`config.mk`:
```
export PLATFORM = sky130hd
export DESIGN_NAME = spi_slave_regfile_flat
export DESIGN_NICKNAME = d
export VERILOG_FILES = /design/src/rtl/spi_slave_regfile_if.sv /design/src/rtl/spi_slave_regfile.sv /design/src/flat_wrapper.sv
export SDC_FILE = /design/constraint.sdc
export NUM_CORES = 1
export LEC_CHECK = 0
export ABC_AREA = 0
export CAP_MARGIN = 10
export CORE_MARGIN = 8
export CORE_UTILIZATION = 25
export DETAILED_ROUTE_END_ITERATION = 12
export GPL_TIMING_DRIVEN = 0
export PLACE_DENSITY_LB_ADDON = 0.05
export SYNTH_ARGS = -nofsm -noshare
export SYNTH_HDL_FRONTEND = slang
export SYNTH_SLANG_ARGS = --single-unit
```
`constraint.sdc`:
```
create_clock -name clk_i -period 4.3 [get_ports clk_i]
set_input_delay 0.86 -clock clk_i [delete_from_list [all_inputs] [get_ports clk_i]]
set_output_delay 0.86 -clock clk_i [all_outputs]
set_load 0.05 [all_outputs]
```
`src/rtl/spi_slave_regfile_if.sv`:
```
// ---------------------------------------------------------------------------
// spi_slave_regfile_if
// Four-wire SPI bus between a master driver and the register endpoint.
//   spi_sclk_i  : SPI clock, driven by the master
//   spi_cs_i    : chip select, active-low, driven by the master
//   spi_mosi_i  : master-out data
//   spi_miso_o  : slave-out data
// The master modport drives clock, select and MOSI; the slave drives MISO.
// ---------------------------------------------------------------------------
interface spi_slave_regfile_if;
    logic spi_sclk_i;
    logic spi_cs_i;
    logic spi_mosi_i;
    logic spi_miso_o;

    modport master (
        output spi_sclk_i,
        output spi_cs_i,
        output spi_mosi_i,
        input  spi_miso_o
    );

    modport slave (
        input  spi_sclk_i,
        input  spi_cs_i,
        input  spi_mosi_i,
        output spi_miso_o
    );
endinterface

```
`src/rtl/spi_slave_regfile.sv`:
```
// ---------------------------------------------------------------------------
// spi_slave_regfile
// SPI mode-0 slave exposing seven 8-bit registers plus a read-only status
// byte at address 7. Each frame is a command byte (bit7 = write, bits 2:0 =
// start address) followed by one or more data bytes. The address
// auto-increments modulo 8 after every data byte. While the command byte is
// shifting in, the slave returns an identification byte.
// Ports:
//   clk_i, rst_i : system clock, asynchronous active-high reset
//   spi          : SPI bus (slave modport), oversampled by clk_i
//   status_i     : value returned for reads of address 7
//   regs_o       : registers 0..6 packed, reg n at bits [8n+7:8n]
//   wr_o         : one-cycle write strobe, with wr_addr_o / wr_data_o
//   busy_o       : high while a frame is in progress
// ---------------------------------------------------------------------------
module spi_slave_regfile (
    input  logic                 clk_i,
    input  logic                 rst_i,
    spi_slave_regfile_if.slave   spi,
    input  logic [7:0]           status_i,
    output logic [55:0]          regs_o,
    output logic                 wr_o,
    output logic [2:0]           wr_addr_o,
    output logic [7:0]           wr_data_o,
    output logic                 busy_o
);

    localparam logic [7:0] ID_BYTE = 8'hA5;

    typedef enum logic [1:0] {
        IDLE,
        CMD,
        DATA
    } state_t;

    state_t           state;
    logic [1:0]       sclk_sync;
    logic [1:0]       cs_sync;
    logic [1:0]       mosi_sync;
    logic             sclk_prev;
    logic             cs_prev;
    logic [2:0]       bit_cnt;
    logic [6:0]       shift_in;
    logic [7:0]       shift_out;
    logic             miso_q;
    logic             is_write;
    logic [2:0]       addr;
    logic [6:0][7:0]  regs_q;

    logic             sclk_s;
    logic             cs_s;
    logic             mosi_s;
    logic             sclk_rise;
    logic             sclk_fall;
    logic             cs_rise;
    logic             cs_fall;

    // Read port shared by the command and data paths: address 7 is the
    // external status byte, everything else comes from the register file.
    function automatic logic [7:0] read_value(input logic [2:0] a);
        if (a == 3'd7)
            return status_i;
        else
            return regs_q[a];
    endfunction

    // Two-flop synchronizers for all three SPI inputs, plus one more stage
    // of history on SCLK and CS for edge detection. MOSI passes through the
    // same depth as SCLK, so the synced data bit lines up with the synced
    // rising edge. CS history resets to 0: if CS is already low when reset
    // releases, no fall is seen and the slave stays idle until a fresh frame.
    always_ff @(posedge clk_i or posedge rst_i) begin
        if (rst_i) begin
            sclk_sync <= 2'b00;
            cs_sync   <= 2'b00;
            mosi_sync <= 2'b00;
            sclk_prev <= 1'b0;
            cs_prev   <= 1'b0;
        end else begin
            sclk_sync <= {sclk_sync[0], spi.spi_sclk_i};
            cs_sync   <= {cs_sync[0], spi.spi_cs_i};
            mosi_sync <= {mosi_sync[0], spi.spi_mosi_i};
            sclk_prev <= sclk_sync[1];
            cs_prev   <= cs_sync[1];
        end
    end

    assign sclk_s    = sclk_sync[1];
    assign cs_s      = cs_sync[1];
    assign mosi_s    = mosi_sync[1];
    assign sclk_rise = sclk_s & ~sclk_prev;
    assign sclk_fall = ~sclk_s & sclk_prev;
    assign cs_rise   = cs_s & ~cs_prev;
    assign cs_fall   = ~cs_s & cs_prev;

    // Frame state machine. CS edges take priority over SCLK edges, so an
    // SCLK rise that coincides with the CS fall is not counted. The outgoing
    // shift register always holds the bits still to be sent below the one
    // currently on MISO; on CS fall the ID byte's MSB goes out at once and
    // its remaining bits are kept pre-shifted. A byte loaded at byte-complete
    // is shifted out starting with the following SCLK fall. On the last bit
    // of each data byte the write is committed and the next address is
    // pre-read, so reads after a write in the same frame see the new value.
    always_ff @(posedge clk_i or posedge rst_i) begin
        if (rst_i) begin
            state     <= IDLE;
            bit_cnt   <= 3'd0;
            shift_in  <= 7'd0;
            shift_out <= 8'd0;
            miso_q    <= 1'b0;
            is_write  <= 1'b0;
            addr      <= 3'd0;
            regs_q    <= '0;
            wr_o      <= 1'b0;
            wr_addr_o <= 3'd0;
            wr_data_o <= 8'd0;
        end else begin
            wr_o <= 1'b0;
            if (cs_rise) begin
                state   <= IDLE;
                bit_cnt <= 3'd0;
                miso_q  <= 1'b0;
            end else if (cs_fall) begin
                state     <= CMD;
                bit_cnt   <= 3'd0;
                shift_out <= {ID_BYTE[6:0], 1'b0};
                miso_q    <= ID_BYTE[7];
            end else if (state != IDLE) begin
                if (sclk_rise) begin
                    bit_cnt  <= bit_cnt + 3'd1;
                    shift_in <= {shift_in[5:0], mosi_s};
                    if (bit_cnt == 3'd7) begin
                        if (state == CMD) begin
                            state     <= DATA;
                            is_write  <= shift_in[6];
                            addr      <= {shift_in[1:0], mosi_s};
                            shift_out <= read_value({shift_in[1:0], mosi_s});
                        end else begin
                            if (is_write) begin
                                wr_o      <= 1'b1;
                                wr_addr_o <= addr;
                                wr_data_o <= {shift_in, mosi_s};
                                if (addr != 3'd7)
                                    regs_q[addr] <= {shift_in, mosi_s};
                            end
                            addr      <= addr + 3'd1;
                            shift_out <= read_value(addr + 3'd1);
                        end
                    end
                end else if (sclk_fall) begin
                    miso_q    <= shift_out[7];
                    shift_out <= {shift_out[6:0], 1'b0};
                end
            end
        end
    end

    assign spi.spi_miso_o = miso_q;
    assign regs_o         = regs_q;
    assign busy_o         = (state != IDLE);

endmodule

```
`src/flat_wrapper.sv`:
```
// flat-port wrapper written by rule: the top's interface ports become plain ports
module spi_slave_regfile_flat 
  (clk_i, rst_i, status_i, regs_o, wr_o, wr_addr_o, wr_data_o, busy_o, spi_spi_sclk_i, spi_spi_cs_i, spi_spi_mosi_i, spi_spi_miso_o);
  spi_slave_regfile_if spi_i ();
  input  logic clk_i;
  input  logic rst_i;
  input  logic [7:0] status_i;
  output logic [55:0] regs_o;
  output logic wr_o;
  output logic [2:0] wr_addr_o;
  output logic [7:0] wr_data_o;
  output logic busy_o;
  input wire logic [$bits(spi_i.spi_sclk_i)-1:0] spi_spi_sclk_i;
  input wire logic [$bits(spi_i.spi_cs_i)-1:0] spi_spi_cs_i;
  input wire logic [$bits(spi_i.spi_mosi_i)-1:0] spi_spi_mosi_i;
  output wire logic [$bits(spi_i.spi_miso_o)-1:0] spi_spi_miso_o;
  assign spi_i.spi_sclk_i = spi_spi_sclk_i;
  assign spi_i.spi_cs_i = spi_spi_cs_i;
  assign spi_i.spi_mosi_i = spi_spi_mosi_i;
  assign spi_spi_miso_o = spi_i.spi_miso_o;
  spi_slave_regfile u_core (.clk_i(clk_i), .rst_i(rst_i), .spi(spi_i), .status_i(status_i), .regs_o(regs_o), .wr_o(wr_o), .wr_addr_o(wr_addr_o), .wr_data_o(wr_data_o), .busy_o(busy_o));
endmodule
```
==> results of run 1 <==
## logic make-up (layout without fill, tap and decap cells)
family                   count (synthesis)  in the layout  share of synthesized area
buffers and inverters                   41            139                     0.0386
AO/OA/AOI/OAI                           54             54                     0.0843
multiplexers                           127            127                      0.289
AND/OR/NAND/NOR                         84             84                     0.0877
flip-flops                             101            101                      0.481
adder cells (fa/ha/maj)                  8              8                     0.0191
## flip-flops by register name, indices dropped and copies added, names as in the netlist, 2 cells and up
register,flops
u_core.shift_out,8
u_core.state,2
u_core.shift_in,7
u_core.cs_sync,2
u_core.wr_data_o,8
u_core.addr,3
u_core.wr_addr_o,3
u_core.mosi_sync,2
u_core.sclk_sync,2
u_core.regs_o,56
u_core.bit_cnt,3
## critical path, stage by stage, from the launching register on
cell	delay, ns
dfrtp_1	0.36
buf_2	0.30
buf_4	0.31
buf_2	0.31
inv_1	0.08
ha_1	0.31
buf_2	0.28
buf_2	0.37
mux4_2	0.36
a221o_1	0.38
a32o_1	0.23
## layer usage
layer | global-route usage | wire (um)
met5 | 0 | 0
met3 | 0.0374 | 747
met1 | 0.185 | 8140
met2 | 0.232 | 8620
met4 | 0.0311 | 219
## final cells by class
| class | instances | area, sq um |
|---|---|---|
| multi-input cells | 273 | 2520 |
| fillers | 2123 | 14000 |
| repair buffers | 83 | 848 |
| flip-flops and latches | 101 | 2530 |
| inverters | 11 | 43.8 |
| well taps | 275 | 344 |
| clock buffers | 10 | 239 |
| plain buffers | 30 | 161 |
| clock inverters | 5 | 106 |
## per-stage QoR
stage	cell area (sq um)	utilization	setup TNS [ns]	cells
finish	6790	0.326	0	788
detailed placement	6450	0.310	0	773
global placement	6420	0.308	-106.07	772
CTS	6790	0.326	0	788
floorplan	5250	-	0	415
global route	6790	0.326	0	788
## worst paths after layout
| check | end | slack, ns |
|---|---|---|
| hold reg to reg | u_core.sclk_sync[1] | 0.35 |
| setup / recovery | u_core.shift_out[0] | 0.89 |
| max in group asynchronous | u_core.regs_o[0] | 2.63 |
| min in group asynchronous | u_core.wr_data_o[6] | 0.94 |
| hold / removal | u_core.sclk_sync[1] | 0.35 |
| setup reg to reg | u_core.shift_out[0] | 0.89 |
## power by group through the flow
stage	Combinational [W]	Sequential, W	Clock (W)
2_1_floorplan	0.000365	0.00105	0
3_3_place_gp	0.000531	0.00104	0
4_1_cts	0.000540	0.00102	0.000996
5_1_grt	0.000581	0.00103	0.00104
6_report	0.000531	0.00102	0.000965
3_5_place_dp	0.000539	0.00104	0
## cells in the final DEF, fill, tap and decap left out, drive strengths merged, types with 5 or more instances in the layout
cell           Yosys  layout
nand2             21      21
nor3               8       8
buf               18      19
clkbuf            12      22
nor4               6       6
mux4              11      11
clkdlybuf4s50      0      82
inv               11      12
a32o               5       5
mux2              88      88
mux2i             28      28
dfrtp            101     101
a21oi              6       6
nor4bb             5       5
a221o              5       5
nor2              15      15
nand3              6       6
ha                 8       8
nor2b              6       6
==> summary.md, run 1 <==
| Metric | Value |
|---|---|
| H-tree levels | 3 |
| Slew Limit Headroom | 0.331 |
| Reg clk slew, reported paths | roughly 0.070 ns |
| Hold slack | approximately 0.35 ns |
| DR WL/cell | about 22 um |
| Post-Place Worst Slack | roughly 0.85 ns |
| Hold_buf cts | 0 |
| Sequential area share after synthesis | 0.481 |
| Status | finished, final reports clean |
| FMAX | roughly 0.29 GHz |
| Most common cell in the netlist | dfrtp_1 |
| Routed Antenna Nets | 0 |
| Max Cap Viol | 0 |
| Yosys warns | 0 |
| Gr usage total | 0.142 |
| Die H | roughly 160 um |
| Worst Path Required | between 4 and 5 ns |
| Largest net degree at the start of global routing | 55 |
| GP Congestion | roughly 0.75 |
| Syn_nets | approximately 440 |
| Area delta synth->final | 29.3% |
| Layout cells sized above 1 | 0.259 |
| Vias in the first global route | 4224 |
| Starting DRT DRC Count | about 180 |
| Die ar. | 25900 sq um |
| Initial antenna violation count | 0 |
| Clock sink total | between 100 and 150 |
| Top-area cell type share of the netlist area | 0.481 |
| CP arrival | around 3.7 ns |
| Post-CTS Setup Repair Bufs | 0 |
| First-pass GRT wire length | 27.8 mm |
| Slew at the pin with the worst max-slew slack | roughly 1.0 ns |
| Fin. Hold Viols | 0 |
| Post-synth EDFFs | 0 |
| Ant diodes | 0 |
| Initial Util | 0.252 |
| Ports | 83 |
| Clock Power Share | 0.383 |
| Reg power frac | 0.406 |
| Syn Std Cell Area | about 5300 sq um |
| CTS Buf Count | 9 |
| FF-to-FF path depth | 10 |
| Row count | between 50 and 60 |
| Routed WL | between 15 and 20 mm |
| Peak VDD IR | between 0.00015 and 0.0002 V |
| Average cell area after synthesis | 12.7 sq um |
| Worst r2r src | u_core.addr[0] |
| Pint | 0.00179 W |
| Cell taking the most area after synthesis | dfrtp_1 |
| Hold Path Origin | u_core.sclk_sync[0] |
| Final net count | 530 |
| Final critical-path share of the clock period | 0.793 |
| Asr flop ratio synth | 1.00 |
| Pwr Density | ~370 nW/um^2 |
| Hold Crit Class | reg2reg |
| Post-synth cell types | 47 |
| Post-cts sizing count | 0 |
| RSZ-0062 raised after global routing | false |
| Top area cells in the synthesized netlist | dfrtp_1 (48%), mux2_2 (19%), mux2i_1 (5.3%) |
| Number of setup violations in the final report | 0 |
| Hold-critical path depth | 0 |
| Crit. End Element | register |
| LEAKAGE | just under 3 nW |
| IO Port Bufs | 82 |
| Dominant synthesized flop cell | dfrtp_1 |
| Sw power | 0.000729 W |
| CP max FO | 10 |
| Critical Path Start Type | register |
| Slew Viols, Final | 0 |
| #FFs+latches synth | slightly above 100 |
| Clock latency on the worst-skew pair | ~0.36 ns |
| CTS tree | built |
| Total power | about 0.0025 W |
| Post-synth top cells | dfrtp_1 (101), mux2_2 (88), mux2i_1 (28) |
| Core footprint | between 20000 and 25000 sq um |
| Clk_skew | between 0.006 and 0.007 ns |
| Max Root-Sink Buffers | 2 |
| Setup slack after layout | about 0.9 ns |
| Die width | 161 um |
| Via Count | 3840 |
| Min Tclk post-route | ~3.4 ns |
| Grt total ovfl | 0 |
| Crit path launch | u_core.addr[0] |
| Gate power share | 0.211 |
| DP HPWL | ~13 mm |
| Via density | 4.87 |
| Drc violations | 0 |
| Worst Path Class, Setup | reg2reg |
| CTS root buf | clkbuf_16 |
| Switching Fraction | 0.289 |
| Syn Inst Count | approximately 420 |
| First-pass DRT Iterations | 6 |
Power figures use the tool's default switching activity.
==> run 2, diff against run 1 <==
clock period = 3.25 ns   (was 4.3 ns; I/O delays follow)
==> summary.md, run 2 (synthesized netlist as in run 1, its figures left out) <==
| Metric | Value |
|---|---|
| IO Port Bufs | 82 (unchanged) |
| Clock latency on the worst-skew pair | 0.36 ns (about the same) |
| LEAKAGE | 2.95 nW (-0.13%) |
| Core footprint | 20800 sq um (unchanged) |
| Reg power frac | 0.429 (+0.023) |
| Max Root-Sink Buffers | 2 (unchanged) |
| Hold EP | u_core.cs_sync[1] |
| Sw power | 0.00100 W (+38%) |
| Worst Path Class, Setup | reg2reg |
| Pint | 0.00216 W (+20%) |
| Die H | 161 um (unchanged) |
| CP max FO | 10 (unchanged) |
| Layout cells sized above 1 | 0.264 (+0.00431) |
| Gate power share | 0.226 (+0.015) |
| Largest net degree at the start of global routing | 29 (-47%) |
| Clock Power Share | 0.345 (-0.038) |
| Row count | 53 (unchanged) |
| Peak VDD IR | 0.000225 V (+31%) |
| Max Cap Viol | 0 (unchanged) |
| Post-CTS Setup Repair Bufs | 0 (unchanged) |
| Worst path max stage delay | 0.37 ns (about the same) |
| Number of setup violations in the final report | 0 (unchanged) |
| Reg clk slew, reported paths | 0.07 ns (about the same) |
| Slew Limit Headroom | 0.350 (+0.0184) |
| Min Tclk post-route | 3.07 ns (-0.345 ns) |
| Grt total ovfl | 0 (unchanged) |
| Die width | 161 um (unchanged) |
| CP arrival | 3.31 ns (-0.34 ns) |
| Routed WL | 17.9 mm (+1.2%) |
| Via density | 4.85 (-0.41%) |
| R2R Path End | u_core.shift_out[0] |
| Crit path top cell by count | buf_4 |
| Initial Util | 0.252 (unchanged) |
| Gr usage total | 0.142 (about the same) |
| Via Count | 3839 (-0.026%) |
| Worst r2r src | u_core.addr[0] |
| Pwr Density | 466 nW/um^2 (+26%) |
| RSZ-0062 raised after global routing | false |
| Slowest cell on crit path | a221o_1 |
| Setup slack after layout | 0.185 ns (-0.705 ns) |
| First-pass GRT wire length | 27.7 mm (-0.25%) |
| FF-to-FF path depth | 10 (unchanged) |
| Routed Antenna Nets | 0 (unchanged) |
| Commonest cells after routing, fill and taps aside | dfrtp_1 (101), mux2_2 (88), clkdlybuf4s50_1 (82) |
| Final net count | 532 (+0.38%) |
| CTS Buf Count | 9 (unchanged) |
| Commonest non-fill, non-tap cell in the layout | dfrtp_1 |
| Post-Place Worst Slack | -0.195 ns (-1.04 ns) |
| First-pass DRT Iterations | 5 (-1) |
| Initial antenna violation count | 0 (unchanged) |
| FMAX | 0.326 GHz (+11%) |
| Final critical-path share of the clock period | 0.943 (+0.150) |
| Slew Viols, Final | 0 (unchanged) |
| DP HPWL | 12.8 mm (+2.4%) |
| Ant diodes | 0 (unchanged) |
| Ports | 83 (unchanged) |
| Critical Path Start Type | register |
| Max reg flops | 56 (unchanged) |
| GP Congestion | 0.760 (+0.88%) |
| Clk_skew | 0.0140 ns (+0.00747 ns) |
| Drc violations | 0 (unchanged) |
| Status | finished, final reports clean |
| Worst Path Required | 3.50 ns (-1.04 ns) |
| Crit. End Element | register |
| Die ar. | 25900 sq um (unchanged) |
| Register-to-Register Setup Slack | 0.18 ns (-0.71 ns) |
| H-tree levels | 3 (unchanged) |
| Core Util, Final | 0.326 (about the same) |
| DR WL/cell | 22.7 um (+0.82%) |
| Hold-critical path depth | 0 (unchanged) |
| CTS root buf | clkbuf_16 |
| Area delta synth->final | 29.2% (about the same) |
| Clock sink total | 101 (unchanged) |
| Hold Path Origin | u_core.cs_sync[0] |
| Slew at the pin with the worst max-slew slack | 0.968 ns (-0.0274 ns) |
| Vias in the first global route | 4234 (+0.24%) |
| Fin. Hold Viols | 0 (unchanged) |
| Hold Crit Class | reg2reg |
| Crit-path cells | buf_2, buf_6, buf_4, inv_1, ha_1, clkbuf_4, buf_4, mux4_2, a221o_1, a32o_1 |
| Starting DRT DRC Count | 169 (-4.5%) |
| CTS tree | built |
| Switching Fraction | 0.318 (+0.0282) |
[run 2: worst max-delay path: cells and delay by family, from the launching register on]
kind	cells	cell delay (ns)
buf+inv	6	1.33
compound gates	2	0.59
flops	1	0.35
mux	1	0.34
fa+ha+maj	1	0.32
[run 2: stage by stage]
step	hold WS (ns)	TNS (ns)	instances	cell area [sq um]	total power, W
floorplan	0.331	0	415	5260	0.00187
global placement	0.338	-0.685	772	6420	0.00208
detailed placement	0.341	-0.908	775	6480	0.00210
CTS	0.357	0	791	6780	0.00322
global route	0.368	0	791	6790	0.00332
finish	0.353	0	791	6790	0.00316
[run 2: metal layers]
layer	wire length, um	track usage
met4	324	0.0434
met5	0	0
met3	903	0.0369
met2	8320	0.227
met1	8390	0.186
[run 2: what timing repair did]
item | 4_1_cts | 5_1_grt
setup endpoints to repair | 6 | 6
gates resized for setup | 2 | 2
hold buffers | 0 | 0
[run 2: area by class of cell]
class	instances	area [sq um]
Tap cell	275	344
Fill cell	2131	14000
Inverter	11	45.0
Timing Repair Buffer	85	881
Buffer	30	173
Multi-Input combinational cell	273	2520
Clock buffer	10	239
Clock inverter	6	55.1
Sequential cell	101	2530
[run 2: power by group through the flow]
stage               clock, W  combinational (W)  sequential (W)
floorplan                  0           0.000483         0.00139
global placement           0           0.000702         0.00138
detailed placement         0           0.000718         0.00138
CTS                  0.00114           0.000719         0.00136
global route         0.00118           0.000773         0.00136
finish               0.00109           0.000713         0.00136
[run 2: worst max-delay path by stage]
stage                         startpoint             endpoint  slack [ns]  cells past startpoint
after floorplan           u_core.addr[0]  u_core.shift_out[0]        0.59                     10
after global placement    u_core.addr[0]  u_core.shift_out[0]       -0.16                     10
after detailed placement  u_core.addr[0]  u_core.shift_out[0]       -0.19                     10
after CTS                 u_core.addr[0]  u_core.shift_out[0]       0.007                     10
after global routing      u_core.addr[0]  u_core.shift_out[0]        0.03                     10
final                     u_core.addr[0]  u_core.shift_out[0]        0.18                     10
==> run 3, diff against run 2 <==
ABC_AREA = 1   (was 0)
==> summary.md, run 3 <==
| Metric | Value |
|---|---|
| Post-synth cell types | 20 (-57%) |
| Commonest non-fill, non-tap cell in the layout | nand2_1 |
| Largest family of logic cells by synthesized area | simple AND/OR/NAND/NOR gates |
| Compound-Gate Fraction of Synth Area | 0.158 (+0.0736) |
| Crit path top cell by count | nand2_1 |
| Routed Antenna Nets | 0 (unchanged) |
| Worst path max stage delay | 0.56 ns (+0.19 ns) |
| Ant diodes | 0 (unchanged) |
| Multiplexer area fraction after synthesis | 0 (-0.289) |
| CTS tree | built |
| Layout cells sized above 1 | 0.0406 (-0.223) |
| Reg clk slew, reported paths | 0.08 ns (about the same) |
| FF/Latch Area | 2530 sq um (unchanged) |
| GP Congestion | 0.860 (+13%) |
| Max Cap Viol | 0 (unchanged) |
| Pwr Density | 514 nW/um^2 (+10%) |
| Placed Cells | 1044 (+35%) |
| Hold slack | 0.347 ns (-0.00577 ns) |
| Peak VDD IR | 0.000258 V (+15%) |
| Via density | 4.75 (-2.1%) |
| Top area cells in the synthesized netlist | dfrtp_1 (49%), nand2_1 (18%), o21ai_0 (9.3%) |
| Asr flop ratio synth | 1.00 (unchanged) |
| Post-CTS Setup Repair Bufs | 0 (unchanged) |
| Cell taking the most area after synthesis | dfrtp_1 |
| Max Root-Sink Buffers | 2 (unchanged) |
| Die width | 160 um (-0.83%) |
| Slowest cell on crit path | ha_1 |
| Ports | 83 (unchanged) |
| Max reg flops | 56 (unchanged) |
| #FFs+latches synth | 101 (unchanged) |
| Final critical-path share of the clock period | 0.879 (-0.0646) |
| Sequential area share after synthesis | 0.490 (+0.00899) |
| Average cell area after synthesis | 7.47 sq um (-41%) |
| Starting DRT DRC Count | 393 (+130%) |
| Vias in the first global route | 5025 (+19%) |
| Slew at the pin with the worst max-slew slack | 0.996 ns (+0.0284 ns) |
| Core Util, Final | 0.329 (+0.00298) |
| DP HPWL | 15.4 mm (+20%) |
| Slew Viols, Final | 0 (unchanged) |
| Hold Crit Class | reg2reg |
| Row count | 52 (-1.9%) |
| CP max FO | 10 (unchanged) |
| Status | finished, final reports clean |
| Reg power frac | 0.415 (-0.014) |
| Sw power | 0.00131 W (+31%) |
| Die ar. | 25500 sq um (-1.7%) |
| Hold_buf cts | 0 (unchanged) |
| CP arrival | 3.11 ns (-0.20 ns) |
| Clock Power Share | 0.322 (-0.023) |
| Post-cts sizing count | 3 (+1) |
| Die H | 160 um (-0.83%) |
| Register-to-Register Setup Slack | 0.39 ns (+0.21 ns) |
| Pint | 0.00210 W (-2.4%) |
| Initial Util | 0.255 (+0.00257) |
| Final Non-Filler Cells | 1059 (+34%) |
| Routed WL | 20.9 mm (+17%) |
| CTS root buf | clkbuf_16 |
| Slew Limit Headroom | 0.336 (-0.0141) |
| Worst Path Class, Setup | reg2reg |
| Worst Path Required | 3.51 ns (about the same) |
| DR WL/cell | 19.8 um (-13%) |
| Fill cells | 2169 (+1.8%) |
| Gate power share | 0.262 (+0.036) |
| Min Tclk post-route | 2.86 ns (-0.210 ns) |
| LEAKAGE | 2.95 nW (-0.21%) |
| Grt total ovfl | 0 (unchanged) |
| Commonest cells after routing, fill and taps aside | nand2_1 (250), dfrtp_1 (101), o21ai_0 (96) |
| First-pass DRT Iterations | 5 (unchanged) |
| RSZ-0062 raised after global routing | false |
| First-pass GRT wire length | 32.3 mm (+17%) |
| Most common cell in the netlist | nand2_1 |
| Clk_skew | 0.0127 ns (-0.00128 ns) |
| Xor-xnor portion of the synthesized cell area | 0 (unchanged) |
| Clock latency on the worst-skew pair | 0.37 ns (about the same) |
| Crit-path cells | inv_1, clkbuf_2, buf_2, ha_1, inv_1, o211ai_1, nand2_1, nand2_1, nand3_1, nand2_1, nand2_1, nand2_1, nand2_1 |
| Dominant synthesized flop cell | dfrtp_1 |
| Yosys warns | 0 (unchanged) |
| FMAX | 0.350 GHz (+7.3%) |
| Core footprint | 20200 sq um (-2.8%) |
| CTS Buf Count | 9 (unchanged) |
| Largest net degree at the start of global routing | 42 (+45%) |
| Drc violations | 0 (unchanged) |
| Post-synthesis simple-gate area fraction | 0.262 (+0.175) |
| Switching Fraction | 0.384 (+0.0668) |
| Post-synth top cells | nand2_1 (250), dfrtp_1 (101), o21ai_0 (96) |
| IO Port Bufs | 82 (unchanged) |
| Initial antenna violation count | 0 (unchanged) |
| Post-synth EDFFs | 0 (unchanged) |
| Via Count | 5030 (+31%) |
| Number of setup violations in the final report | 0 (unchanged) |
| Syn Std Cell Area | 5160 sq um (-1.8%) |
| Area delta synth->final | 29.1% |
| Syn Inst Count | 690 (+66%) |
| Gr usage total | 0.167 (+0.0246) |
| Area after DPL | 6360 sq um (-1.9%) |
| Post-synthesis adder-cell area fraction | 0.0194 (+0.000356) |
| Finished Cell Area | 6660 sq um (-1.9%) |
| H-tree levels | 3 (unchanged) |
| Syn_nets | 711 (+63%) |
| Critical Path Start Type | register |
| Crit. End Element | register |
| Fin. Hold Viols | 0 (unchanged) |
| Final net count | 805 (+51%) |
| Clock sink total | 101 (unchanged) |
| Multi-input gate area | 2270 sq um (-10%) |
| Top-area cell type share of the netlist area | 0.490 (+0.00899) |
==> run 3: kinds of logic (layout without fill, tap and decap cells) <==
logic type / count (synthesis) / in the layout
adders and majority gates: 8 / 8
DFF: 101 / 101
and+or+nand+nor: 338 / 338
AOI/OAI and AO/OA: 149 / 149
buffers and inverters: 94 / 193
==> run 3: stage by stage <==
step	TNS (ns)	total power [W]	setup WS (ns)
after CTS	0	0.00347	0.0303
after global placement	-1.31	0.00234	-0.254
after floorplan	0	0.00195	0.866
final	0	0.00342	0.394
after detailed placement	-1.49	0.00235	-0.276
after global routing	0	0.00360	0.169
==> run 3: area by class of cell <==
type | instances | share of cell area
Buffer | 30 | 0.0188
Clock buffer | 9 | 0.0338
Clock inverter | 7 | 0.0103
Inverter | 63 | 0.0361
Multi-Input combinational cell | 495 | 0.341
Sequential cell | 101 | 0.380
Tap cell | 270 | 0.0508
Timing Repair Buffer | 84 | 0.129
==> run 3: power groups by stage <==
stage / logic, W / clock network [W] / registers (W)
6_report: 0.000897 / 0.00110 / 0.00142
5_1_grt: 0.000989 / 0.00118 / 0.00143
4_1_cts: 0.000911 / 0.00114 / 0.00142
3_5_place_dp: 0.000908 / 0 / 0.00144
3_3_place_gp: 0.000901 / 0 / 0.00144
2_1_floorplan: 0.000508 / 0 / 0.00144
==> run 3: final timing paths <==
kind | startpoint | end | cells after the start
max | u_core.addr[0] | u_core.shift_out[2] | 13
min | u_core.mosi_sync[0] | u_core.mosi_sync[1] | 0
max reg2reg | u_core.addr[0] | u_core.shift_out[2] | 13
min reg2reg | u_core.mosi_sync[0] | u_core.mosi_sync[1] | 0
max in group asynchronous | rst_i | u_core.regs_o[39] | 3
min in group asynchronous | rst_i | u_core.regs_o[15] | 2
==> run 3: critical path, delay by kind of cell, from the launching register on <==
| kind | cells | cell delay (ns) |
|---|---|---|
| flip-flops | 1 | 0.45 |
| buffers and inverters | 4 | 0.93 |
| adder cells (fa/ha/maj) | 1 | 0.56 |
| AO/OA/AOI/OAI | 1 | 0.25 |
| AND/OR/NAND/NOR | 7 | 0.56 |
==> run 3: layer usage <==
layer / up-vias / wire [um] / track usage
met1: 2399 / 10200 / 0.240
met3: 17 / 1400 / 0.0386
li1: 2427 / - / -
met4: 0 / 376 / 0.0493
met2: 187 / 8910 / 0.243
met5: - / 0 / 0
